File: src/rtl/rf_write_arbiter.sv
// rf_write_arbiter
//   Shares the register file's single write port between two requesters.
//   Requester A is the ALU/accumulator writeback; requester B is the load/IO
//   unit. A round-robin grant is computed combinationally every cycle, and the
//   accepted write is registered for one cycle before it reaches the register
//   file. Writes that target a protected register complete their handshake
//   but never assert rf_reg_write; instead they raise err_protected for one
//   cycle and leave their address in err_addr.
//
//   Optional feature: define RF_ARB_STATS_EN to add the conflict_cnt and
//   prot_cnt saturating statistics counters as extra output ports.
//
// Ports:
//   clock, reset          rising-edge clock, synchronous active-high reset
//   hold                  decoder stall, blocks every grant while high
//   a_valid/a_ready       requester A handshake (ready is combinational)
//   a_wa, a_data          requester A destination register and data
//   b_valid/b_ready       requester B handshake (ready is combinational)
//   b_wa, b_data          requester B destination register and data
//   rf_reg_write          registered write enable to the register file
//   rf_wa, rf_write_data  registered write address and data
//   err_protected         one-cycle pulse after a protected-write transfer
//   err_addr              sticky address of the last protected-write attempt
//   last_grant            0 = A granted last, 1 = B granted last
//   conflict_cnt          (RF_ARB_STATS_EN) cycles with both valid and no hold
//   prot_cnt              (RF_ARB_STATS_EN) protected-write transfers

module rf_write_arbiter #(
    parameter int unsigned          AW        = 4,
    parameter int unsigned          DW        = 16,
    parameter logic [(1<<AW)-1:0]   PROT_MASK = 16'h0009
) (
    input  logic          clock,
    input  logic          reset,
    input  logic          hold,
    input  logic          a_valid,
    output logic          a_ready,
    input  logic [AW-1:0] a_wa,
    input  logic [DW-1:0] a_data,
    input  logic          b_valid,
    output logic          b_ready,
    input  logic [AW-1:0] b_wa,
    input  logic [DW-1:0] b_data,
    output logic          rf_reg_write,
    output logic [AW-1:0] rf_wa,
    output logic [DW-1:0] rf_write_data,
    output logic          err_protected,
    output logic [AW-1:0] err_addr,
    output logic          last_grant
`ifdef RF_ARB_STATS_EN
    ,
    output logic [15:0]   conflict_cnt,
    output logic [15:0]   prot_cnt
`endif
);

    logic          a_grant;
    logic          b_grant;
    logic          xfer;
    logic          prot_hit;
    logic [AW-1:0] sel_wa;
    logic [DW-1:0] sel_data;

    logic          reg_write_q;
    logic [AW-1:0] wa_q;
    logic [DW-1:0] data_q;
    logic          err_q;
    logic [AW-1:0] err_addr_q;
    logic          last_grant_q;

    // Grants already include valid, so a grant is a transfer.
    always_comb begin
        a_grant = 1'b0;
        b_grant = 1'b0;
        if (!hold) begin
            if (a_valid && b_valid) begin
                // Favour whoever was not served last.
                a_grant = last_grant_q;
                b_grant = ~last_grant_q;
            end else begin
                a_grant = a_valid;
                b_grant = b_valid;
            end
        end
    end

    assign a_ready  = a_grant;
    assign b_ready  = b_grant;
    assign xfer     = a_grant | b_grant;
    assign sel_wa   = b_grant ? b_wa : a_wa;
    assign sel_data = b_grant ? b_data : a_data;
    assign prot_hit = PROT_MASK[sel_wa];

    always_ff @(posedge clock) begin
        if (reset) begin
            reg_write_q  <= 1'b0;
            wa_q         <= '0;
            data_q       <= '0;
            err_q        <= 1'b0;
            err_addr_q   <= '0;
            last_grant_q <= 1'b1;
        end else begin
            reg_write_q <= xfer & ~prot_hit;
            err_q       <= xfer & prot_hit;
            if (xfer) begin
                last_grant_q <= b_grant;
                // A screened write leaves the address/data stage untouched.
                if (prot_hit) begin
                    err_addr_q <= sel_wa;
                end else begin
                    wa_q   <= sel_wa;
                    data_q <= sel_data;
                end
            end
        end
    end

    assign rf_reg_write  = reg_write_q;
    assign rf_wa         = wa_q;
    assign rf_write_data = data_q;
    assign err_protected = err_q;
    assign err_addr      = err_addr_q;
    assign last_grant    = last_grant_q;

`ifdef RF_ARB_STATS_EN
    logic [15:0] conflict_cnt_q;
    logic [15:0] prot_cnt_q;

    always_ff @(posedge clock) begin
        if (reset) begin
            conflict_cnt_q <= '0;
            prot_cnt_q     <= '0;
        end else begin
            if (a_valid && b_valid && !hold && (conflict_cnt_q != 16'hFFFF)) begin
                conflict_cnt_q <= conflict_cnt_q + 16'd1;
            end
            if (xfer && prot_hit && (prot_cnt_q != 16'hFFFF)) begin
                prot_cnt_q <= prot_cnt_q + 16'd1;
            end
        end
    end

    assign conflict_cnt = conflict_cnt_q;
    assign prot_cnt     = prot_cnt_q;
`endif

endmodule

File: config.mk
export PLATFORM = sky130hd
export DESIGN_NAME = rf_write_arbiter
export DESIGN_NICKNAME = d
export VERILOG_FILES = /design/src/rtl/rf_write_arbiter.sv
export SDC_FILE = /design/constraint.sdc
export NUM_CORES = 1
export LEC_CHECK = 0
export ABC_AREA = 1
export CORE_ASPECT_RATIO = 0.75
export CORE_MARGIN = 2
export CORE_UTILIZATION = 40
export DETAILED_ROUTE_END_ITERATION = 8
export PLACE_DENSITY = 0.85
export RECOVER_POWER = 50
export SYNTH_ARGS = -nofsm -noshare
export SYNTH_HDL_FRONTEND = slang
export SYNTH_SLANG_ARGS = --single-unit
File: constraint.sdc
create_clock -name clock -period 2.05 [get_ports clock]
set_input_delay 0.5125 -clock clock [delete_from_list [all_inputs] [get_ports clock]]
set_output_delay 0.5125 -clock clock [all_outputs]
set_load 0.05 [all_outputs]
# After elaboration in Yosys (flattened, before gate mapping)
# Memories as Yosys holds them, arrays and structs flattened.
# Cells that the tools add are included.
# op_classes
shift	0
muxes	7
magnitude_cmp	1
eq_ne	0
n_addsub	0
n_reduce_logical	3
div	0
bitwise	5
mul	0
# op_table
operator	n
16-bit two-way mux	1
4-bit by 5-bit less-than comparator with 1-bit output, second input constant	1
1-bit two-way mux	5
4-bit two-way mux	1
2-bit AND reduction	2
1-bit AND	2
1-bit inverter	2
1-bit logical AND	1
1-bit bitwise OR	1
# totals
latchBits	0
input_bits	45
ramBits	0
regBits	27
output_inout_bits	29
memories	1
rom_bits	16
# memory_table
name	words	width	read_ports	rd_ports_with_merged_regs	write_ports	line_no	rtl
(no name shown)	16	1	1	0	0	92	assign prot_hit = PROT_MASK[sel_wa];

# Logic depth before layout (Yosys ltp)
# logic_depth
word_depth	8
ltp_mapped	11
ltp_nobuf	9

# Worst setup path after synthesis
# OpenSTA, ideal clock, no wires.
# synth_timing
path_kind	reg-to-output
start	register last_grant_q (netlist: last_grant)
end	output port a_ready
path_stages_with_launch	3
setup_slack_ps	88
path_buffers	0
required_time_ps	1537
arrival_time_ps	1450
cell_sequence	dfxtp_1 nor2_1 nor2_1
# synth_between
elab_chain_len	2
# synth_lines
element	line_no	rtl
start, declared	69	logic last_grant_q;
start signal, assigned	106	last_grant_q <= b_grant;
1-bit two-way mux	76	if (a_valid && b_valid) begin
1-bit two-way mux	75	if (!hold) begin
end, declared	37	output logic a_ready,
# Every way passes these cells.

# Worst setup path in the final report
# layout_timing
start	register wa_q[2] (netlist: rf_wa[2])
end	output port rf_wa[2]
# layout_lines
element	line_no	rtl
start, declared	65	logic [AW-1:0] wa_q;
start signal, assigned	111	wa_q <= sel_wa;
end, declared	45	output logic [AW-1:0] rf_wa,
# No word-level cell between the ends.

==> flow_summary.json <==
{
  "status": "completed",
  "drc_errors": 0,
  "ys_seq_elements": 27,
  "netlist_instances": 239,
  "max_cap_viol_count": 0,
  "r2r_end": "err_addr[0]$_SDFFE_PP0P_",
  "worstRegToRegCells": 10,
  "crit_chain": "clkdlybuf4s50_1",
  "fin_util_pct": 68.0,
  "post-route-period-util_pct": 95.1,
  "wl_per_cell_um": 9.77,
  "dieArea_um2": 4240,
  "grt_pass1_vias": 1515,
  "cp.depth": 1,
  "required_ps": 1540,
  "critPathKind": "register to output port",
  "cp_slowest_stage_delay_ps": 820,
  "endpoint_kind": "output port",
  "grt-ovfl-total": 0,
  "slew_viol_final": 0,
  "clk_latency_ps": 270,
  "grt_max_degree": 26,
  "r2r_slack_ps": 240,
  "ir_worst_vdd_uv": 307,
  "yosys.cell_types.count": 21,
  "cts_buffers": 3,
  "final_nets": 374,
  "critPathArrivalTime_ps": 1440,
  "ys_seq_area_share_pct": 36.2,
  "cp_max_fo": 2,
  "antenna_left": 0,
  "viasPerCell": 4.45,
  "start_kind": "register",
  "grtUsageTotal_pct": 18.9,
  "detailed_place_hpwl_um": 2960,
  "cpMaxStageDelayCell": "clkdlybuf4s50_1",
  "stdcell_count": 380,
  "start_util_pct": 41.3,
  "clockPowerShare_pct": 19.3,
  "p_int_uw": 985,
  "numClockSinks": 27,
  "power.density_nw_per_um2": 618,
  "finalClockSkew_ps": 4.39,
  "relSlewSlack_pct": 58.7,
  "ys_warn_count": 0,
  "hold_ws_ps": 449,
  "drtIter0Drc": 67,
  "area_delta_synth_final_pct": 64.8,
  "port-buffer-count": 73,
  "path_clk_slew_ps": 90,
  "post-place-cells": 375,
  "die_h_um": 56.9,
  "path_buf_inv": 1,
  "antenna_found_initial": 0,
  "place_ws_ps": -144,
  "seqPwrFrac_pct": 39.2,
  "final_hold_viol_count": 0,
  "critPathLaunch": "rf_wa[2]$_SDFFE_PP0P_",
  "swShare_pct": 35.1,
  "tightest_slew_ps": 622,
  "grt_pass1_wl_um": 6370,
  "multi_input_area_um2": 744,
  "antennaDiodeCount": 0,
  "p_leak_nw": 1.19,
  "cp-endpoint": "rf_wa[2]",
  "gp_congestion": 0.773,
  "rsz0062_at_grt": "false",
  "p_switching_uw": 534,
  "coreArea_um2": 3610,
  "root_buffer": "clkbuf_8",
  "regArea_um2": 541,
  "fillCellCount": 338,
  "placementRows": 19,
  "timing.critical_path.max_delay_family": "buffers and inverters",
  "setup_viol": 0,
  "fin_crit_ps": 1950,
  "vias": 1692,
  "routed_wl_um": 3710,
  "first_pass_iters": 4,
  "io_pins": 74,
  "syn_nets": 284,
  "pwr-share-comb_pct": 41.5,
  "htree_levels": 1,
  "fmaxAchievable_ghz": 0.513,
  "fin_ws_ps": 100,
  "cts_max_path_buffers": 2,
  "synth.avg_cell_area_um2": 6.24,
  "min_path_type": "register to register",
  "fp.dieW_um": 74.5,
  "tritoncts": "done",
  "r2r-start": "last_grant$_SDFFE_PP1P_",
  "drive_gt1_share_pct": 11.0,
  "hold_path_startpoint": "err_addr[2]$_SDFFE_PP0P_",
  "syn_area_um2": 1490
}
-- logic make-up (layout without fill, tap and decap cells) --
family | after synthesis | count (layout) | synth area share, %
DFF | 27 | 27 | 36.2
buffers and inverters | 39 | 128 | 12.6
AOI/OAI and AO/OA | 21 | 21 | 7.05
and+or+nand+nor | 152 | 152 | 44.1
-- layer usage --
layer | up-vias | GRT usage, % | routed length [um]
met3 | 2 | 4.49 | 177
met1 | 734 | 23.6 | 1740
met5 | - | 0 | 0
met4 | 0 | 4.34 | 15
li1 | 915 | - | -
met2 | 41 | 32.6 | 1780
-- per-stage QoR --
step / power [mW] / TNS, ps / area [um2]
after floorplan: 0.981 / 0 / 1490
after CTS: 1.54 / 0 / 2490
after global placement: 1.24 / -1490 / 2450
final: 1.52 / 0 / 2460
after global routing: 1.62 / 0 / 2460
after detailed placement: 1.25 / -2720 / 2450
-- power groups by stage --
stage | Clock [mW] | Sequential, mW | Combinational (mW)
floorplan | 0 | 0.767 | 0.214
global placement | 0 | 0.605 | 0.636
detailed placement | 0 | 0.608 | 0.644
CTS | 0.303 | 0.597 | 0.645
global route | 0.332 | 0.601 | 0.682
finish | 0.293 | 0.595 | 0.630
-- cells in the final DEF, fill, tap and decap left out, drive strengths merged --
master          n
a21oi          20
buf            25
clkbuf          8
clkdlybuf4s50  66
clkinv          3
dfxtp          27
dlygate4sd2     3
inv            23
nand2          89
nand3          28
nand3b          1
nand4           1
nor2           32
nor3            1
o21ai           1
-- final cells by class --
cell class | count | share of cell area [%]
clock buffer | 4 | 1.83
sequential | 27 | 22.0
inverter | 26 | 3.97
timing repair buffer | 98 | 39.3
multi-input combinational | 173 | 30.3
tap | 52 | 2.65
-- what timing repair did --
| item | in CTS | in global routing |
|---|---|---|
| gates resized for setup | 3 | 0 |
| endpoints found under the setup margin | 1 | 0 |
| hold buffers | 0 | 0 |
| setup buffers | 1 | 0 |
-- sequential cells by signal, summed over array words and instances, names as in the netlist --
| signal | count |
|---|---|
| rf_write_data | 16 |
| rf_reg_write | 1 |
| err_addr | 4 |
| rf_wa | 4 |
| err_protected | 1 |
| last_grant | 1 |
-- worst min path at each step --
stage | endpoint | slack (ps) | cells past startpoint
floorplan | rf_reg_write$_SDFF_PP0_ | 580 | 1
global placement | err_addr[2]$_SDFFE_PP0P_ | 440 | 2
detailed placement | err_addr[2]$_SDFFE_PP0P_ | 440 | 2
CTS | err_addr[2]$_SDFFE_PP0P_ | 450 | 2
global route | err_addr[2]$_SDFFE_PP0P_ | 470 | 2
finish | err_addr[2]$_SDFFE_PP0P_ | 450 | 2
-- synthesized netlist by cell type (all sizes together) --
cell type,instances,area [um2]
nor2,32,133
nor3,1,5.00
o21ai,1,5.00
clkinv,3,11.3
nand3b,1,7.51
a21oi,20,100
dfxtp,27,541
clkbuf,3,11.3
nand4,1,6.26
buf,10,78.8
nand2,89,342
inv,23,86.3
nand3,28,165
(Power assumes the default switching activity.)
